--- src/rtl/arb_pkg.sv ---
// Shared types and helpers for the round-robin grant arbiter.
package arb_pkg;

  typedef enum logic [1:0] {
    IDLE  = 2'd0,
    GRANT = 2'd1,
    GAP   = 2'd2
  } arb_state_e;

  // Index width for n entries; never below one bit so vectors stay legal.
  function automatic int rr_idx_w(input int n);
    return (n > 1) ? $clog2(n) : 1;
  endfunction

endpackage

--- src/rtl/rr_priority_pick.sv ---
// Combinational round-robin pick: first asserted request at or after the pointer, wrapping mod N.
module rr_priority_pick
  import arb_pkg::*;
#(
  parameter int N = 4
) (
  input  logic [N-1:0]            req_i,
  input  logic [rr_idx_w(N)-1:0]  ptr_i,
  output logic [rr_idx_w(N)-1:0]  winner_o,
  output logic                    valid_o
);

  localparam int IW = rr_idx_w(N);

  logic [IW-1:0] idx;

  // Scan from the farthest offset down so the closest hit to the pointer is written last.
  always_comb begin
    winner_o = '0;
    valid_o  = 1'b0;
    idx      = '0;
    for (int k = N - 1; k >= 0; k--) begin
      idx = IW'((int'(ptr_i) + k) % N);
      if (req_i[idx]) begin
        winner_o = idx;
        valid_o  = 1'b1;
      end
    end
  end

endmodule

--- src/rtl/rr_grant_arbiter.sv ---
// Round-robin arbiter: one registered grant at a time, bounded hold time, one dead cycle
// between owners so the shared resource always sees a clean handover.
module rr_grant_arbiter
  import arb_pkg::*;
#(
  parameter int N        = 4,
  parameter int MAX_HOLD = 16
) (
  input  logic                 clk,
  input  logic                 rst,
  input  logic [N-1:0]         req,
  output logic [N-1:0]         gnt,
  output logic                 busy,
  output logic [$clog2(N)-1:0] owner_id,
  output logic                 timeout
);

  localparam int            IW        = rr_idx_w(N);
  localparam int            HW        = rr_idx_w(MAX_HOLD);
  localparam logic [HW-1:0] HOLD_LAST = HW'(MAX_HOLD - 1);
  localparam logic [IW-1:0] LAST_IDX  = IW'(N - 1);

  arb_state_e    state_q;
  logic [N-1:0]  gnt_q, gnt_d;
  logic          busy_q;
  logic          timeout_q;
  logic [IW-1:0] owner_q;
  logic [IW-1:0] ptr_q, ptr_d;
  logic [HW-1:0] hold_cnt_q;
  logic [IW-1:0] pick_idx;
  logic          pick_vld;
  logic          owner_req;
  logic          release_d;
  logic          expire_d;

  rr_priority_pick #(
    .N(N)
  ) u_pick (
    .req_i    (req),
    .ptr_i    (ptr_q),
    .winner_o (pick_idx),
    .valid_o  (pick_vld)
  );

  // A release always wins over the hold limit, so expiry requires the owner still requesting.
  always_comb begin
    gnt_d           = '0;
    gnt_d[pick_idx] = 1'b1;
    owner_req       = req[owner_q];
    release_d       = !owner_req;
    expire_d        = owner_req && (hold_cnt_q == HOLD_LAST);
    ptr_d           = (owner_q == LAST_IDX) ? '0 : owner_q + 1'b1;
  end

  always_ff @(posedge clk or posedge rst) begin
    if (rst) begin
      state_q    <= IDLE;
      gnt_q      <= '0;
      busy_q     <= 1'b0;
      owner_q    <= '0;
      timeout_q  <= 1'b0;
      ptr_q      <= '0;
      hold_cnt_q <= '0;
    end else begin
      timeout_q <= 1'b0;
      unique case (state_q)
        IDLE, GAP: begin
          if (pick_vld) begin
            state_q    <= GRANT;
            gnt_q      <= gnt_d;
            busy_q     <= 1'b1;
            owner_q    <= pick_idx;
            hold_cnt_q <= '0;
          end else begin
            state_q <= IDLE;
            gnt_q   <= '0;
            busy_q  <= 1'b0;
          end
        end
        GRANT: begin
          if (release_d || expire_d) begin
            state_q    <= GAP;
            gnt_q      <= '0;
            busy_q     <= 1'b0;
            hold_cnt_q <= '0;
            ptr_q      <= ptr_d;
            timeout_q  <= expire_d;
          end else begin
            hold_cnt_q <= hold_cnt_q + 1'b1;
          end
        end
        default: begin
          state_q <= IDLE;
          gnt_q   <= '0;
          busy_q  <= 1'b0;
        end
      endcase
    end
  end

  assign gnt      = gnt_q;
  assign busy     = busy_q;
  assign owner_id = owner_q;
  assign timeout  = timeout_q;

endmodule

--- config.mk ---
export PLATFORM = sky130hd
export DESIGN_NAME = rr_grant_arbiter
export DESIGN_NICKNAME = d
export VERILOG_FILES = /design/src/rtl/arb_pkg.sv /design/src/rtl/rr_priority_pick.sv /design/src/rtl/rr_grant_arbiter.sv
export SDC_FILE = /design/constraint.sdc
export NUM_CORES = 1
export LEC_CHECK = 0
export CORE_MARGIN = 3
export CORE_UTILIZATION = 50
export CTS_CLUSTER_DIAMETER = 200
export DETAILED_ROUTE_END_ITERATION = 10
export HOLD_SLACK_MARGIN = 0.06
export PLACE_DENSITY = 0.87
export REMOVE_ABC_BUFFERS = 1
export SYNTH_ARGS = -nofsm -noshare
export SYNTH_HDL_FRONTEND = slang
export SYNTH_SLANG_ARGS = --single-unit
--- constraint.sdc ---
create_clock -name clk -period 1.9 [get_ports clk]
set_input_delay 0.285 -clock clk [delete_from_list [all_inputs] [get_ports clk]]
set_output_delay 0.285 -clock clk [all_outputs]
set_load 0.02 [all_outputs]
# Word level (Yosys, flattened, before mapping)

Index checks and enable logic that the tools add are counted.
W data, S select, Z words.

Register bits after elaboration: 16
Output and inout port bits: 8
Word-level logic and storage cells: 70
Bits of input ports: 6

Equal/unequal tests: 6
Multiplexer cells: 35
Add/sub/neg operators: 5
$lt $le $gt $ge: 7
Reduce and logical (&&, ||, !) cells: 10

Operators with widths:

| kind                  | number |
|---|---|
| $lt A2 B3 Y1 const B  | 6 |
| $mux W4               | 4 |
| $pmux W4 S2           | 2 |
| $mux W1               | 15 |
| $mux W2               | 6 |
| $bmux W1 S2           | 5 |
| $reduce_and A2 Y1     | 3 |
| $add A2 B1 Y2 const B | 2 |
| $add A2 B2 Y2 const B | 2 |
| $add A4 B1 Y4 const B | 1 |
| $eq A2 B2 Y1 const B  | 2 |
| $eq A4 B4 Y1 const B  | 1 |
| $ne A2 B2 Y1 const B  | 2 |
| $pmux W2 S2           | 1 |
| $demux W1 S2          | 1 |
| $eq A2 B1 Y1 const B  | 1 |
| $ge A2 B1 Y1 const B  | 1 |
| $logic_and A1 B1 Y1   | 2 |
| $logic_not A2 Y1      | 1 |
| $pmux W1 S2           | 1 |
| $reduce_bool A2 Y1    | 1 |
| $reduce_or A2 Y1      | 1 |
| $logic_not A1 Y1      | 1 |
| $logic_or A1 B1 Y1    | 1 |

# Depth between registers and ports, before layout

Gate-level depths: netlist of the first run.

Word-level depth: 13
Depth in mapped cells: 5
Mapped depth without buffers: 5

# Hierarchy

Synthesis of the first run repeated with hierarchy kept, for this count alone.

Cells, all modules: 76
Area total of the unflattened synthesis: 787.0 µm²

Modules (own cells, without submodules):

| module           | area an instance (µm²) | seq. area each (µm²) | instances | cells an instance |
|---|---|---|---|---|
| rr_grant_arbiter | 709.4                  | 375.4                | 1         | 63 |
| rr_priority_pick | 77.6                   | 0.0                  | 1         | 13 |

# Least setup slack after synthesis of the first run

Ideal clock, no wire load.

Path kind: reg-to-reg
From: register owner_q[0], in the netlist owner_id[0]
To: register ptr_q[1]
Required time: 1.772 ns
Arrival: 1.600 ns
Library setup time: 0.128 ns
Buffers on the path: 0
Cell stages (with the launch flop): 4
Clock period less this slack: 1.728 ns
Path slack: 0.172 ns
Path through: dfrtp_1 -> mux4_2 -> a21oi_2 -> mux2_1

Cells in the longest elaborated chain, start to end: 5
Elaborated cells on any way between the ends: 9
Classes of those cells: add/sub: 1; eq/ne: 1; mux: 3; reduce/logical: 4

RTL lines:

| what                                                           | line                                           | text |
|---|---|---|
| start, declared                                                | rr_grant_arbiter.sv:27                         | `logic [IW-1:0] owner_q;` |
| start signal, assigned                                         | rr_grant_arbiter.sv:72                         | `owner_q <= pick_idx;` |
| $bmux W1 S2                                                    | rr_grant_arbiter.sv:49                         | `owner_req = req[owner_q];` |
| $mux W1 (implied by the code)                                  | rr_grant_arbiter.sv:49                         |  |
| $logic_not A1 Y1 / $logic_and A1 B1 Y1 (equally long branches) | rr_grant_arbiter.sv:50, rr_grant_arbiter.sv:51 |  |
| $logic_or A1 B1 Y1                                             | rr_grant_arbiter.sv:81                         | `if (release_d \|\| expire_d) begin` |
| $reduce_and A2 Y1 (no line)                                    | -                                              |  |
| end signal, assigned                                           | rr_grant_arbiter.sv:86                         | `ptr_q <= ptr_d;` |
| end, declared                                                  | rr_grant_arbiter.sv:28                         | `logic [IW-1:0] ptr_q, ptr_d;` |

Parallel ways exist; a longest one is shown, timed or not. The select of a mux whose other input is x is not followed.
A chain may end at the register's enable or synchronous reset.

# Final worst setup path of the first run

From: input port req[3]
To: register hold_cnt_q[3]

Cells in the longest elaborated chain, start to end: 8
Elaborated cells on any way between the ends: 21
Classes of those cells: eq/ne: 1; mux: 16; reduce/logical: 4

RTL lines:

| what                          | line                   | text |
|---|---|---|
| start, declared               | rr_grant_arbiter.sv:11 | `input logic [N-1:0] req,` |
| $bmux W1 S2                   | rr_priority_pick.sv:24 | `if (req_i[idx]) begin` |
| $mux W1 (implied by the code) | rr_priority_pick.sv:24 |  |
| $mux W1 (4 in series)         | rr_priority_pick.sv:24 |  |
| $ne A2 B2 Y1 (no line)        | -                      |  |
| $reduce_and A2 Y1 (no line)   | -                      |  |
| end signal, assigned          | rr_grant_arbiter.sv:89 | `hold_cnt_q <= hold_cnt_q + 1'b1;` |
| end, declared                 | rr_grant_arbiter.sv:29 | `logic [HW-1:0] hold_cnt_q;` |

Parallel ways exist; a longest one is shown, timed or not. The select of a mux whose other input is x is not followed.

==> run metrics, run 1 <==
Global Route Usage Sum 18.1%; slowest CP cell or4_4; post-route ant nets 0; r2r worst-path depth 4; CP required ~2.1 ns; status complete, no violations; WL/cell roughly 15 µm; post-synthesis register bit count 16; via count 614; Yosys top cell area share about half; clock-pin slew on the worst setup and hold paths 0.09 ns; Fin Clk Skew 0.00416 ns; pre-CTS setup slack -0.115 ns; CP max stage delay 0.59 ns; WS Path Type in -> reg; most frequent cells in the layout 16 x dfrtp_1, 13 x clkdlybuf4s50_1, 7 x buf_4, 5 x o21ai_0, 5 x a22o_1; CP Launch Type input port; # diodes 0; Port Buf Inserts 13; total setup buffers inserted after CTS 0; top post-synthesis cells by area dfrtp_1 50%, a22o_1 5.5%, ha_1 3.1%, o21ai_0 3.1%, mux4_2 2.8%; remaining design rule violation count 0; total grt overflow 0; Max Cap Violations 0; die extent in x between 40 and 50 µm; first-pass GRT wire length 2630 µm; final std cell area, no fill 0.00102 mm²; worst setup margin between 0.15 and 0.2 ns; Top FF cell, synth dfrtp_1; crit share post-route 90.3%; Post-Synthesis Cell Area about 800 µm²; ys async rst share between 90% and 100%; share of layout cells above drive strength 1 between 20% and 30%; worst ir drop on vdd between 0.0007 and 0.0008 V; cts repair resizes 0; die area 0.00211 mm²; placed cells 104; Hold Worst Slack approximately 0.36 ns; final-stage net count 102; crit-path cells clkdlybuf4s50_1 -> or4_4 -> o21ai_1 -> o21ai_0 -> a21oi_2; Hold Fails Final Rpt 0; Detailed Route WL 1610 µm; H-tree Lvls 1; Max Freq between 500 and 600 MHz; Root Driver clkbuf_4; clock sinks 16; Initial Utilization 57.0%; minimum clock period 1.72 ns; DRT Pass-1 Iters 4; Post-synth EDFFs 0; dpl hpwl 1230 µm; total CTS buffers 3; Fillers between 100 and 150; DP Area 987 µm²; Core Box Area 0.00140 mm²; Area Growth Syn to Fin 28.4%; cts-stage hold buffer count 0; Seq/Total Area, Yosys roughly half; RSZ-0062 raised after global routing false; clk buf depth 2; Vias/cell roughly 5.7; worst skew pair latency 0.28 ns; number of synthesis warnings 0; commonest non-fill, non-tap cell in the layout dfrtp_1; Final Power ~1.5 mW; vias in the first global route 628; Cells after Synth 70; CP endpoint kind flip-flop; # rows 13; non-filler instance count after layout around 110; Die Height 45.9 µm; crit-path max FO 6; Worst-Margin Slew 0.606 ns; Arrival @ worst endpoint 1.94 ns; CTS tree built; I/O pin total 14; initial antenna violation count 0; Final Max Slew Viols 0; Setup violations, final 0; gpl congestion 0.804; Slew HR 59.6%; P_leak 0.476 nW; largest net degree at the start of global routing 17; Hold/Removal Path Class in -> async; Synth cell types 33; cell taking the most area after synthesis dfrtp_1; Final Util 73.2%; Syn Area/Cell approximately 11 µm²; PwrDens 1510 mW/mm²; initial DRC count 9; setup_tns 0 ns
-- synth_stat cells, types with 2 or more instances --
library cell / number
inv_1: 4
nand3_1: 2
nand2b_1: 2
o21a_1: 3
nand2_1: 3
nor2b_1: 2
o21ai_0: 5
dfrtp_1: 16
ha_1: 2
a21oi_2: 2
a22o_1: 5
nor2_1: 3
-- final timing paths --
check,start,end,slack (ns)
min in group clk,busy,busy,0.49
hold reg to reg,busy,busy,0.49
hold / removal,rst,owner_id[1],0.36
max in group asynchronous,rst,hold_cnt_q[0],1.15
setup / recovery,req[3],hold_cnt_q[3],0.18
setup reg to reg,owner_id[0],hold_cnt_q[0],0.34
-- critical path: cells and delay by family --
family	cells	cell delay, ns
buf+inv	1	0.50
compound gates	3	0.55
simple gates	1	0.59
-- cells by family after synthesis --
group / after synthesis / synth area share [%]
AND/OR/NAND/NOR: 20 / 15.5
buffers and inverters: 5 / 3.30
adder cells (fa/ha/maj): 2 / 3.14
multiplexers: 3 / 5.65
XOR/XNOR: 1 / 1.10
flip-flops: 16 / 50.2
AO/OA/AOI/OAI: 23 / 21.0
-- power breakdown --
group	leakage (nW)	switching, mW	internal, mW
sequential	0.208	0.102	0.464
clock	0.0210	0.105	0.117
combinational	0.247	0.362	0.390
-- metal layers --
metal	wire length [µm]	global-route usage [%]	share of wire, %
met1	707	20.9	44
met2	806	30.8	50
met3	56	3.56	3.5
met4	35	10.2	2.2
met5	0	0	0
-- state kept, by name (all words and copies together) (netlist names) --
register	cells
ptr_q	2
owner_id	2
hold_cnt_q	4
state_q	2
timeout	1
busy	1
gnt	4
-- layout make-up --
type                            count  area [µm²]  share of cell area [%]
Sequential cell                    16         400                    39.1
Multi-Input combinational cell     49         370                    36.2
Timing Repair Buffer               20         183                    17.8
Clock buffer                        4        36.3                    3.55
Tap cell                           15        18.8                    1.83
Inverter                            4        15.0                    1.47
(Power assumes the default switching activity.)
==> inputs of run 2 (changes only) <==
Settings changed: RECOVER_POWER set to 25.
==> run 2 against run 1 <==
- non-clock buffer count stayed put
- clock power hardly changed
- critical endpoint unchanged
- final cell count is the same
- sequential share of layout area is the same
- largest cell class unchanged
==> run metrics, run 2 (synthesis results as in run 1) <==
status complete, no violations; remaining design rule violation count 0 (unchanged); clk buf depth 2 (unchanged); Arrival @ worst endpoint 1.94 ns (about the same); Sw Pwr 0.569 mW (about the same); final-stage net count 102 (unchanged); first-pass GRT wire length 2630 µm (unchanged); Root Driver clkbuf_4; die area 0.00211 mm² (unchanged); Final Power 1.54 mW (about the same); WL/cell 14.9 µm (unchanged); Detailed Route WL 1610 µm (unchanged); crit share post-route 90.3% (unchanged); RSZ-0062 raised after global routing false; final std cell area, no fill 0.00102 mm² (unchanged); worst ir drop on vdd 0.000735 V (about the same); dpl hpwl 1230 µm (unchanged); total grt overflow 0 (unchanged); P_leak 0.476 nW (about the same); DR WL met2 805 µm (-0.12%); Area Growth Syn to Fin 28.4% (unchanged); minimum clock period 1.72 ns (unchanged); most frequent cells in the layout 16 x dfrtp_1, 12 x clkdlybuf4s50_1, 7 x buf_4, 5 x o21ai_0, 5 x a22o_1; share of layout cells above drive strength 1 22.6% (unchanged); Max Cap Violations 0 (unchanged); H-tree Lvls 1 (unchanged); commonest non-fill, non-tap cell in the layout dfrtp_1; CP Launch Type input port; initial antenna violation count 0 (unchanged); total CTS buffers 3 (unchanged); I/O pin total 14 (unchanged); # rows 13 (unchanged); Fin Clk Skew 0.00416 ns (+0.00000872 ns); CP required 2.12 ns (about the same); Port Buf Inserts 13 (unchanged); via count 614 (unchanged); DRT Pass-1 Iters 4 (unchanged); Worst-Margin Slew 0.606 ns (+0.0000374 ns); fraction of power spent switching nets 37.0% (about the same); Slew HR 59.6% (about the same); die extent in x 45.9 µm (unchanged); combinational power share 48.9% (about the same); DP Area 987 µm² (unchanged); Reg power frac 36.7% (about the same); met3 WL 56 µm (unchanged); worst skew pair latency 0.28 ns (about the same); Final Max Slew Viols 0 (unchanged); post-route ant nets 0 (unchanged); total setup buffers inserted after CTS 0 (unchanged); largest net degree at the start of global routing 17 (unchanged); setup_tns 0 ns (unchanged); crit-path max FO 6 (unchanged); CTS tree built; initial DRC count 9 (unchanged); Max Freq 583 MHz (unchanged); Core Box Area 0.00140 mm² (unchanged); # diodes 0 (unchanged); Hold/Removal Path Class reg -> reg; Initial Utilization 57.0% (unchanged); Global Route Usage Sum 18.1% (unchanged); cts repair resizes 0 (unchanged); Die Height 45.9 µm (unchanged); CP endpoint kind flip-flop; Setup violations, final 0 (unchanged); gpl congestion 0.804 (unchanged); PwrDens 1500 mW/mm² (about the same); metal1 wirelength 707 µm (unchanged); WS Path Type in -> reg; clock-pin slew on the worst setup and hold paths 0.09 ns (about the same); cts-stage hold buffer count 0 (unchanged); vias in the first global route 628 (unchanged); clock sinks 16 (unchanged); cell internal pwr 0.970 mW (about the same); Hold Fails Final Rpt 0 (unchanged); clock power share 14.4% (about the same); Vias/cell 5.69 (unchanged); top layer in use met4
-- run 2: changes by cell type in the layout (fill, tap and decap cells not counted) --
cell	before	now
dlygate4sd3_1	0	1
clkdlybuf4s50_1	13	12
-- run 2: area by class of cell --
class / instances / area [µm²]
clock buffers: 4 / 36.3
fillers: 120 / 375
inverters: 4 / 15.0
multi-input cells: 49 / 370
flip-flops and latches: 16 / 400
well taps: 15 / 18.8
repair buffers: 20 / 183
-- run 2: metal layers --
metal	up-vias	track usage (%)
met5	-	0
met4	0	10.2
met3	5	3.56
met2	14	30.8
met1	297	20.9
li1	298	-
-- run 2: path summary, 6_finish.rpt --
| path | to | cells after the start | slack, ns | start |
|---|---|---|---|---|
| max reg2reg | hold_cnt_q[0] | 4 | 0.34 | owner_id[0] |
| min | busy | 1 | 0.49 | busy |
| max in group asynchronous | hold_cnt_q[0] | 2 | 1.01 | rst |
| min reg2reg | busy | 1 | 0.49 | busy |
| min in group asynchronous | owner_id[1] | 2 | 0.50 | rst |
| max | hold_cnt_q[3] | 5 | 0.18 | req[3] |
-- run 2: worst max-delay path, cell delays in order --
cell             delay (ns)
clkdlybuf4s50_1        0.50
or4_4                  0.59
o21ai_1                0.24
o21ai_0                0.17
a21oi_2                0.14
-- run 2: power by group through the flow --
stage	clock network (mW)	logic [mW]	registers (mW)
4_1_cts	0.228	0.761	0.564
5_1_grt	0.242	0.826	0.580
3_3_place_gp	0	0.732	0.567
6_report	0.222	0.752	0.566
2_1_floorplan	0	0.372	0.634
3_5_place_dp	0	0.755	0.569
-- run 2: stage by stage --
step | util (%) | setup WS, ns | hold slack, ns | std cells
final | 73.2 | 0.185 | 0.494 | 108
after global routing | 73.2 | 0.0925 | 0.510 | 108
after CTS | 73.2 | 0.187 | 0.375 | 108
after detailed placement | 70.6 | -0.115 | 0.474 | 104
after global placement | 70.6 | -0.0411 | 0.470 | 104
after floorplan | - | 0.172 | 0.199 | 69
